==> src/rtl/mem_arbiter.sv <==
// mem_arbiter: serialises IF and D requests onto one single-port synchronous memory.
// Optional macro ARB_RR_EN alternates grants on ties; undefined gives fixed D-over-IF priority.
module mem_arbiter #(
   parameter int ADDR_W  = 32,
   parameter int DATA_W  = 32,
   parameter int MEM_LAT = 1
) (
   input  logic              clk,
   input  logic              rst,
   input  logic              if_req,
   input  logic [ADDR_W-1:0] if_addr,
   output logic              if_ack,
   output logic [DATA_W-1:0] if_rdata,
   input  logic              d_req,
   input  logic              d_we,
   input  logic [ADDR_W-1:0] d_addr,
   input  logic [DATA_W-1:0] d_wdata,
   output logic              d_ack,
   output logic [DATA_W-1:0] d_rdata,
   output logic              mem_en,
   output logic              mem_we,
   output logic [ADDR_W-1:0] mem_addr,
   output logic [DATA_W-1:0] mem_wdata,
   input  logic [DATA_W-1:0] mem_rdata,
   output logic              busy
);

   typedef enum logic [1:0] {IDLE, ACCESS, WAIT, DONE} state_t;

   localparam logic [2:0] LAT = 3'(MEM_LAT);

   state_t     state;
   state_t     next_state;
   logic       grant;
   logic       grant_d;
   logic       owner_d;
   logic       lat_we;
   logic [2:0] cnt;
`ifdef ARB_RR_EN
   logic       last_d;
`endif

   generate
      if (MEM_LAT < 1 || MEM_LAT > 4) begin : g_bad_lat
         $error("mem_arbiter: MEM_LAT must be in 1..4");
      end
   endgenerate

   always_comb begin
      next_state = state;
      grant      = 1'b0;
      grant_d    = 1'b0;
      case (state)
         IDLE: begin
            if (if_req || d_req) begin
               grant = 1'b1;
`ifdef ARB_RR_EN
               grant_d = (if_req && d_req) ? !last_d : d_req;
`else
               grant_d = d_req;
`endif
               next_state = ACCESS;
            end
         end
         ACCESS:  next_state = WAIT;
         WAIT:    if (cnt == 3'd1) next_state = DONE;
         DONE:    next_state = IDLE;
         default: next_state = IDLE;
      endcase
   end

   // Outputs are registered from the next state, so mem_en is high exactly while in ACCESS.
   always_ff @(posedge clk or posedge rst) begin
      if (rst) begin
         state     <= IDLE;
         busy      <= 1'b0;
         mem_en    <= 1'b0;
         mem_we    <= 1'b0;
         mem_addr  <= '0;
         mem_wdata <= '0;
         if_ack    <= 1'b0;
         d_ack     <= 1'b0;
         if_rdata  <= '0;
         d_rdata   <= '0;
         owner_d   <= 1'b0;
         lat_we    <= 1'b0;
         cnt       <= '0;
`ifdef ARB_RR_EN
         last_d    <= 1'b0;
`endif
      end else begin
         state  <= next_state;
         busy   <= (next_state != IDLE);
         mem_en <= grant;
         mem_we <= grant & grant_d & d_we;
         if_ack <= 1'b0;
         d_ack  <= 1'b0;
         if (grant) begin
            owner_d  <= grant_d;
            lat_we   <= grant_d & d_we;
            mem_addr <= grant_d ? d_addr : if_addr;
            if (grant_d) mem_wdata <= d_wdata;
`ifdef ARB_RR_EN
            last_d   <= grant_d;
`endif
         end
         if (state == ACCESS) begin
            cnt <= LAT;
         end else if (state == WAIT) begin
            cnt <= cnt - 3'd1;
            // Last wait cycle: read data is valid on the memory port now.
            if (cnt == 3'd1) begin
               if_ack <= !owner_d;
               d_ack  <= owner_d;
               if (!lat_we) begin
                  if (owner_d) d_rdata  <= mem_rdata;
                  else         if_rdata <= mem_rdata;
               end
            end
         end
      end
   end

endmodule

==> config.mk <==
export PLATFORM = sky130hd
export DESIGN_NAME = mem_arbiter
export DESIGN_NICKNAME = d
export VERILOG_FILES = /design/src/rtl/mem_arbiter.sv
export SDC_FILE = /design/constraint.sdc
export NUM_CORES = 1
export LEC_CHECK = 0
export CORE_ASPECT_RATIO = 1.5
export CORE_UTILIZATION = 37
export DETAILED_ROUTE_END_ITERATION = 12
export GPL_ROUTABILITY_DRIVEN = 0
export MAX_ROUTING_LAYER = met4
export PLACE_DENSITY_LB_ADDON = 0.05
export SYNTH_ARGS = -nofsm -noshare
export SYNTH_HDL_FRONTEND = slang
export SYNTH_SLANG_ARGS = --single-unit
==> constraint.sdc <==
create_clock -name clk -period 4.38 [get_ports clk]
set_input_delay 0.876 -clock clk [delete_from_list [all_inputs] [get_ports clk]]
set_output_delay 0.876 -clock clk [all_outputs]
set_load 0.05 [all_outputs]
Word level (Yosys, flattened, before mapping)
Cells that the tools add are included.
{"block": "classes", "add_sub_neg": 1, "n_eq_ne": 4, "mux": 16, "bitwise_logic": 6, "reduce_logical": 8}
{"cell": "$mux W32", "count": 1}
{"cell": "$mux W1", "count": 10}
{"cell": "$reduce_and A5 Y1", "count": 2}
{"cell": "$pmux W2 S4", "count": 1}
{"cell": "$mux W3", "count": 2}
{"cell": "$eq A2 B2 Y1 const B", "count": 2}
{"cell": "$mux W2", "count": 2}
{"cell": "$reduce_bool A2 Y1", "count": 2}
{"cell": "$and A1 B1 Y1", "count": 3}
{"cell": "$eq A3 B1 Y1 const B", "count": 1}
{"cell": "$not A1 Y1", "count": 3}
{"cell": "$sub A3 B1 Y3 const B", "count": 1}
{"cell": "$eq A2 B1 Y1 const B", "count": 1}
{"cell": "$logic_not A2 Y1", "count": 1}
{"cell": "$reduce_and A2 Y1", "count": 1}
{"cell": "$logic_not A1 Y1", "count": 1}
{"cell": "$logic_or A1 B1 Y1", "count": 1}
{"block": "totals", "regBits": 140, "inputBits": 133, "out_inout_bits": 133, "word_cells": 48}

Longest topological paths before layout
Gate-level depths: netlist of the first run.
{"block": "logic_depth", "depth_word": 5, "depth_mapped": 7, "ltp_nobuf": 5}

Worst setup path after synthesis of the first run
OpenSTA, ideal clock, no wires.
{"block": "synth_path", "kind": "input -> register", "startpoint": "input d_req", "endpoint": "register mem_wdata[0]", "setup_ns": 0.125, "t_arrival_ns": 1.763, "path_slack_ns": 2.493, "cell_stages": 4, "path_buffers": 2, "path_cell_list": "buf_2 -> nand2_1 -> buf_2 -> mux2_2"}
{"block": "synth_via", "elab_chain_len": 4}
{"element": "from (decl)", "line_no": "14", "text": "input logic d_req,"}
{"element": "$logic_or A1 B1 Y1", "line_no": "55", "text": "if (if_req || d_req) begin"}
{"element": "$mux W1", "line_no": "55"}
{"element": "$mux W1", "line_no": "53", "text": "case (state)"}
{"element": "$reduce_and A2 Y1 (no source line) *"}
{"element": "to (signal assigned)", "line_no": "102", "text": "if (grant_d) mem_wdata <= d_wdata;"}
{"element": "to (decl)", "line_no": "23", "text": "output logic [DATA_W-1:0] mem_wdata,"}
Mark *: on every way between the ends. The rest lies on a longest branch, timed or not.
A chain may end at the register's enable or synchronous reset.

Worst setup path after layout of the first run
{"block": "layout_path", "startpoint": "register mem_addr[31]", "endpoint": "output mem_addr[31]"}
{"element": "from (decl)", "line_no": "22", "text": "output logic [ADDR_W-1:0] mem_addr,"}
{"element": "from (signal assigned)", "line_no": "101", "text": "mem_addr <= grant_d ? d_addr : if_addr;"}
No word-level cell between the ends.

==> results of run 1 <==
-- placed cells by master (no fill, tap or decap), types with 3 or more instances in the layout --
cell and instances:
nand3b_1 3, clkdlybuf4s50_1 265, clkinvlp_4 5, mux2_4 30, inv_1 7, buf_4 8
clkinv_4 4, mux2_2 67, clkbuf_16 17, ha_1 6, dfrtp_1 140, a22o_1 62
o21ai_0 3, nand2_1 8, inv_6 3, nor2_1 5
-- state kept, by name, summed over array words and instances, names as in the netlist --
| signal | cells |
|---|---|
| mem_wdata | 32 |
| if_ack | 1 |
| owner_d | 1 |
| if_rdata | 32 |
| mem_addr | 32 |
| d_rdata | 32 |
| d_ack | 1 |
| lat_we | 1 |
| state | 2 |
| mem_we | 1 |
| mem_en | 1 |
| cnt | 3 |
| busy | 1 |
-- per-layer routing --
metal	up-vias	GRT usage (%)	wire length [µm]
li1	1891	-	-
met5	-	-	0
met2	173	31.0	7200
met4	0	10.3	532
met1	2041	21.4	5550
met3	33	4.00	818
-- report_power, final --
part	switching, mW	internal (mW)	total [mW]
clock network	0.580	0.824	1.40
logic	2.96	1.82	4.78
registers	0.344	1.94	2.28
-- worst min-delay path by stage --
stage | startpoint | to | slack (ns) | cells past startpoint
2_1_floorplan | owner_d | if_ack | 0.45 | 1
3_3_place_gp | lat_we | lat_we | 0.48 | 1
3_5_place_dp | lat_we | lat_we | 0.49 | 1
4_1_cts | owner_d | if_ack | 0.50 | 1
5_1_grt | mem_addr[14] | mem_addr[14] | 0.52 | 1
6_report | owner_d | if_ack | 0.49 | 1
-- area by class of cell --
class	instances	area (µm²)
repair buffers	273	2710
well taps	199	249
fillers	1197	5970
inverters	8	33.8
clock buffers	19	453
clock inverters	13	133
multi-input cells	198	2020
flip-flops and latches	140	3500
-- through the flow --
stage	power [mW]	cells	utilization (%)	hold WS, ns	setup slack [ns]
3_3_place_gp	7.05	818	56.5	0.479	1.94
2_1_floorplan	5.47	370	-	0.451	1.75
5_1_grt	8.86	850	60.4	0.522	1.85
4_1_cts	8.55	850	60.4	0.498	1.86
3_5_place_dp	7.11	818	56.5	0.485	1.91
6_report	8.47	850	60.4	0.495	1.88
-- kinds of logic (layout without fill, tap and decap cells) --
kind of cell / after synthesis / count (layout) / synth area share, %
multiplexers: 97 / 97 / 21.1
AND/OR/NAND/NOR: 24 / 24 / 2.33
AO/OA/AOI/OAI: 71 / 71 / 10.5
buffers and inverters: 32 / 313 / 3.27
adder cells (fa/ha/maj): 6 / 6 / 1.32
flip-flops: 140 / 140 / 61.5
==> impl_metrics.csv, run 1 <==
group,metric,value,unit
synthesis,syn_avg_cell_area,15.4,µm²
die,core_area,15100,µm²
global_route,grt_pass1_vias,4408,
critical_path,reg2reg_to,"if_rdata[2]",
clock_network,holdBufCountCts,0,
synthesis,synth-edff-count,0,
synthesis,ys_seq_area_share,61.5,%
outcome,status,"finished clean",
critical_path,slowest_delay,0.84,ns
sta,rsz0062_at_grt,"false",
route,ant_nets,0,
placed_design,dpl-instance-area,8510,µm²
clock_network,post-cts-setup-buffer-count,0,
critical_path,crit_family,"buffers and inverters",
final_layout,antenna_cells,0,
synthesis,synthArstFlopShare,100,%
critical_path,start_kind,"register",
final_layout,fin_area,9100,µm²
route,vias,4138,
route,first_pass_iters,4,
critical_path,cp_num_cells,1,
die,fp.dieH,154,µm
final_layout,drive_above_1_share,21.8,%
synthesis,synth_area,5700,µm²
route,wl_per_cell,16.6,µm
synthesis,synth-main-ff-cell,"dfrtp_1",
sta,slew_headroom,28.4,%
critical_path,critPathSlowestCell,"clkdlybuf4s50_1",
synthesis,synth_most_common_cell,"dfrtp_1",
clock_network,path_clk_slew,0.06,ns
synthesis,ys_ff_latch,140,
synthesis,syn_inst,370,
critical_path,crit_path_cell_trace,"clkdlybuf4s50_1",
sta,skew,0.0118,ns
die,die_area,15900,µm²
route,post-route-drc-count,0,
final_layout,final_nets,777,
clock_network,clk_latency,0.42,ns
power_and_ir_drop,powerDensity,931,nW/µm²
global_route,grtUsageTotal,19.0,%
critical_path,critPathBufInv,1,
sta,tightest_slew,1.07,ns
synthesis,syn-num-nets,509,
route,viasPerCell,4.87,
synthesis,yosys.cell_types.count,26,
die,start_util,37.8,%
critical_path,r2r-start,"state[1]",
global_route,grt_max_degree,85,
clock_network,htreeDepth,4,
critical_path,reg2regPathDepth,5,
die,io_pins,266,
critical_path,cp.arrival,1.62,ns
critical_path,crit_required,3.50,ns
job,drv_cap,0,
global_route,gr-total-overflow,0,
clock_network,cts_buffer_depth,2,
synthesis,synth_common_cells,"140 x dfrtp_1, 67 x mux2_2, 62 x a22o_1, 30 x mux2_4, 11 x clkbuf_1",
critical_path,reg2reg_setup_slack,2.04,ns
synthesis,synthTopCellsByArea,"dfrtp_1 61%, mux2_2 13%, a22o_1 9.5%",
route,wirelength,14.1,mm
die,rows,55,
critical_path,crit_end,"mem_addr[31]",
placed_design,portBuffers,265,
clock_network,cts_sinks,140,
synthesis,synth_top_area_share,61.5,%
clock_network,root_buffer,"clkbuf_16",
power_and_ir_drop,power_leakage,3.97,nW
critical_path,path_max_fanout,3,
route,drt_iter0_markers,104,
clock_network,cts_buffers,17,
critical_path,cp-end-kind,"output pin",
global_route,grt_pass1_wl,22.2,mm
sta,period_minus_slack,2.50,ns
synthesis,ys_warn_count,0,
critical_path,startpoint,"mem_addr[31]",
power_and_ir_drop,vdd_drop_max,0.000442,V
critical_path,worst-setup-path-type,"reg2out",
clock_network,cts_tree,"yes",
final_layout,syn2layout_area_growth,59.7,%
synthesis,synth_area_leader_cell,"dfrtp_1",
placed_design,hpwlAfterDp,9.93,mm
die,die_w,103,µm
sta,finalSetupViolCount,0,
sta,hold_viol_final,0,
sta,slew_viol_final,0,
hold_path,hp-class,"reg2reg",
clock_network,post_cts_resized,0,
global_route,antenna_found_initial,0,
sta,fin_tns_setup,0,ns
sta,max_clock_freq,0.401,GHz
sta,period_share,57.0,%
(Power assumes the default switching activity.)
==> run 2, diff against run 1 <==
Clock period 4.38 ns to 2.2 ns, I/O delays scaled along.
==> impl_metrics.csv, run 2 (synthesized netlist as in run 1, its figures left out) <==
group,metric,value,unit
sta,skew,0.00759,ns
clock_network,cts_tree,"yes",
route,first_pass_iters,4,
global_route,antenna_found_initial,0,
final_layout,fin_area,9210,µm²
sta,finalSetupViolCount,0,
final_layout,antenna_cells,0,
critical_path,cp-end-kind,"output pin",
sta,period_share,93.4,%
critical_path,crit_required,1.76,ns
clock_network,cts_buffers,17,
global_route,grtUsageTotal,19.1,%
power_and_ir_drop,vdd_drop_max,0.000923,V
final_layout,syn2layout_area_growth,61.7,%
route,vias,4120,
sta,rsz0062_at_grt,"false",
clock_network,post_cts_resized,0,
outcome,status,"finished clean",
global_route,grt_pass1_vias,4435,
clock_network,path_clk_slew,0.06,ns
final_layout,finalNonFillerCells,852,
route,post-route-drc-count,0,
route,wirelength,14.3,mm
route,drt-met1-wl,5.61,mm
final_layout,final_common_cell,"clkdlybuf4s50_1",
route,dr_wl_met3,889,µm
placed_design,hpwlAfterDp,10.0,mm
sta,slew_headroom,17.5,%
final_layout,final_nets,779,
global_route,gr-total-overflow,0,
placed_design,dpl.cell_count,820,
clock_network,cts_buffer_depth,2,
critical_path,crit_family,"buffers and inverters",
sta,slew_viol_final,0,
power_and_ir_drop,power_leakage,4.02,nW
die,core_area,15100,µm²
route,wl_met2,7.43,mm
die,io_pins,266,
die,start_util,37.8,%
power_and_ir_drop,powerDensity,1850,nW/µm²
route,ant_nets,0,
die,die_area,15900,µm²
critical_path,critPathSlowestCell,"clkdlybuf4s50_1",
critical_path,start_kind,"register",
critical_path,worst-setup-path-type,"reg2out",
job,drv_cap,0,
sta,period_minus_slack,2.06,ns
clock_network,holdBufCountCts,0,
die,die_w,103,µm
hold_path,hp-class,"in2async",
die,fp.dieH,154,µm
route,top_layer,"met4",
placed_design,portBuffers,265,
clock_network,clk_latency,0.41,ns
route,viasPerCell,4.84,
critical_path,critPathBufInv,1,
sta,tightest_slew,1.23,ns
final_layout,drive_above_1_share,22.1,%
clock_network,post-cts-setup-buffer-count,0,
sta,hold_viol_final,0,
critical_path,slowest_delay,0.86,ns
final_layout,final_cell_mix,"265 x clkdlybuf4s50_1, 140 x dfrtp_1, 67 x mux2_2, 62 x a22o_1, 30 x mux2_4",
global_route,grt_max_degree,89,
placed_design,dpl-instance-area,8600,µm²
die,rows,55,
clock_network,htreeDepth,4,
sta,max_clock_freq,0.486,GHz
route,drt_iter0_markers,152,
global_route,grt_pass1_wl,22.3,mm
clock_network,cts_sinks,140,
clock_network,root_buffer,"clkbuf_16",
critical_path,crit_path_cell_trace,"clkdlybuf4s50_1",
critical_path,path_max_fanout,2,
critical_path,cp.arrival,1.62,ns
route,wl_per_cell,16.7,µm
-- run 2: stage by stage --
| stage | hold WS, ns | utilization, % | total power, mW | setup slack, ns | setup TNS [ns] |
|---|---|---|---|---|---|
| 2_1_floorplan | 0.451 | - | 10.9 | 0.0109 | 0 |
| 3_3_place_gp | 0.480 | 57.1 | 14.1 | -0.126 | -3.69 |
| 3_5_place_dp | 0.484 | 57.1 | 14.2 | -0.170 | -4.66 |
| 4_1_cts | 0.472 | 61.1 | 17.3 | 0.115 | 0 |
| 5_1_grt | 0.500 | 61.1 | 17.8 | 0.0942 | 0 |
| 6_report | 0.473 | 61.1 | 17.1 | 0.144 | 0 |
-- run 2: cell type report --
class | instances | area [µm²]
multi-input cells | 198 | 2020
flip-flops and latches | 140 | 3500
fillers | 1206 | 5860
clock inverters | 14 | 169
repair buffers | 275 | 2800
inverters | 8 | 33.8
clock buffers | 18 | 439
well taps | 199 | 249
-- run 2: path summary, 6_finish.rpt --
path                       slack [ns]        start      endpoint  depth (start not counted)
max                              0.14  d_rdata[31]   d_rdata[31]                          1
min                              0.47          rst   d_rdata[31]                          3
max reg2reg                      0.18     state[1]  if_rdata[23]                          6
min reg2reg                      0.49      owner_d        if_ack                          1
max in group asynchronous        1.29          rst    d_rdata[7]                          3
min in group clk                 0.49      owner_d        if_ack                          1
-- run 2: power breakdown --
group | switching, mW | leakage (nW) | total [mW] | internal [mW]
combinational | 5.92 | 2.07 | 9.61 | 3.69
sequential | 0.671 | 1.67 | 4.54 | 3.87
clock | 1.11 | 0.285 | 2.92 | 1.81
-- run 2: layer usage --
metal  up-vias  global-route usage [%]
li1       1899                       -
met4         0                    7.78
met3        22                    5.55
met5         -                       -
met1      2032                    20.9
met2       167                    31.9
==> run 3, diff against run 2 <==
Clock period 2.2 ns to 1.7 ns, I/O delays scaled along.
==> impl_metrics.csv, run 3 (synthesized netlist as in run 1, its figures left out) <==
group,metric,value,unit
clock_network,htreeDepth,4,
final_layout,final_nets,803,
route,drt_iter0_markers,127,
route,viasPerCell,4.90,
critical_path,r2r-start,"state[1]",
route,first_pass_iters,4,
sta,hold_viol_final,0,
route,wl_per_cell,17.3,µm
final_layout,drive_above_1_share,45.3,%
final_layout,fin_area,9300,µm²
route,wirelength,15.1,mm
route,vias,4288,
die,die_w,103,µm
final_layout,utilization,61.7,%
global_route,grt_pass1_vias,4570,
critical_path,critPathSlowestCell,"dfrtp_1",
critical_path,path_max_fanout,7,
global_route,grt_use_met1,19.8,%
sta,period_minus_slack,1.88,ns
critical_path,worst-setup-path-type,"reg2reg",
outcome,status,"finished with violations",
critical_path,crit_family,"buffers and inverters",
route,post-route-drc-count,0,
critical_path,critPathBufInv,4,
placed_design,dpl-instance-area,8370,µm²
clock_network,cts_sinks,140,
power_and_ir_drop,vdd_drop_max,0.00104,V
sta,slew_headroom,52.6,%
placed_design,dp_slack,-0.585,ns
die,rows,55,
global_route,grt_use_met2,33.9,%
clock_network,path_clk_slew,0.06,ns
die,core_area,15100,µm²
global_route,antenna_found_initial,0,
outcome,violations,"negative setup slack",
global_route,top_usage_layer,"met2",
sta,finalSetupViolCount,64,
critical_path,crit_path_cell_trace,"inv_2, ha_4, buf_6, and4bb_2, nand3b_1, buf_6, clkbuf_16, mux2_4",
final_layout,finalNonFillerCells,875,
critical_path,reg2reg_to,"d_rdata[19]",
hold_path,hp-class,"in2async",
critical_path,cp_common_cell,"buf_6",
die,start_util,37.8,%
placed_design,dpl.cell_count,833,
final_layout,syn2layout_area_growth,63.2,%
die,die_area,15900,µm²
sta,tightest_slew,0.709,ns
sta,holdWs,0.375,ns
global_route,gr-usage-met3,5.77,%
clock_network,cts_buffer_depth,2,
die,fp.dieH,154,µm
placed_design,hpwlAfterDp,10.3,mm
clock_network,clk_latency,0.41,ns
sta,layout_setup_ws,-0.176,ns
critical_path,cp.arrival,2.17,ns
final_layout,antenna_cells,0,
die,io_pins,266,
final_layout,final_cell_mix,"150 x buf_4, 140 x dfrtp_1, 132 x clkdlybuf4s50_1, 65 x mux2_2, 62 x a22o_1",
final_layout,final_common_cell,"buf_4",
clock_network,root_buffer,"clkbuf_16",
job,drv_cap,0,
global_route,gr-total-overflow,0,
clock_network,cts_tree,"yes",
critical_path,crit_required,1.99,ns
critical_path,reg2reg_setup_slack,-0.18,ns
power_and_ir_drop,power_leakage,4.39,nW
sta,rsz0062_at_grt,"true",
critical_path,reg2regPathDepth,8,
clock_network,cts_buffers,17,
global_route,grtUsageTotal,19.5,%
route,ant_nets,0,
power_and_ir_drop,powerDensity,2410,nW/µm²
sta,slew_viol_final,0,
sta,skew,0.00935,ns
critical_path,slowest_delay,0.41,ns
global_route,grt_max_degree,59,
sta,max_clock_freq,0.533,GHz
critical_path,start_kind,"register",
global_route,grt_pass1_wl,22.6,mm
critical_path,cp-end-kind,"register",
placed_design,portBuffers,265,
clock_network,holdBufCountCts,0,
sta,period_share,110,%
[run 3: timing repair]
item / in CTS / in global routing
endpoints found under the setup margin: 95 / 114
buffers inserted: 0 / 4
gates cloned: 1 / 6
gates resized for setup: 5 / 14
[run 3: worst max-delay path by stage]
stage	startpoint	to	slack, ns	cells after the start
after floorplan	rst	busy	-0.39	1
after global placement	if_req	mem_addr[26]	-0.51	4
after detailed placement	if_req	mem_addr[19]	-0.59	4
after CTS	state[0]	if_rdata[16]	-0.16	6
after global routing	state[1]	d_rdata[19]	-0.22	8
final	state[1]	d_rdata[19]	-0.18	8
[run 3: through the flow]
stage	setup TNS [ns]	total power, mW
6_report	-9.17	22.5
4_1_cts	-8.62	22.3
2_1_floorplan	-56.63	14.1
3_3_place_gp	-33.98	17.9
5_1_grt	-12.09	23.5
3_5_place_dp	-38.66	18.1
[run 3: final cells by class]
type	count	area [µm²]
Fill cell	1192	5770
Sequential cell	140	3500
Timing Repair Buffer	299	2770
Multi-Input combinational cell	198	2090
Clock buffer	19	443
Tap cell	199	249
Clock inverter	12	210
Inverter	8	33.8
[run 3: metal layers]
layer	up-vias	routed length [µm]
met5	-	0
met4	0	403
met3	28	934
met2	175	8090
met1	2145	5710
li1	1940	-
[run 3: power breakdown]
group,switching (mW),internal [mW],total [mW]
combinational,7.80,4.63,12.4
sequential,0.939,5.01,5.94
clock,1.43,2.66,4.09
[run 3: worst register-to-register path: stages, from the launching register on]
cell,delay [ns]
dfrtp_1,0.41
inv_2,0.08
ha_4,0.16
buf_6,0.10
and4bb_2,0.28
nand3b_1,0.10
buf_6,0.16
clkbuf_16,0.17
mux2_4,0.30
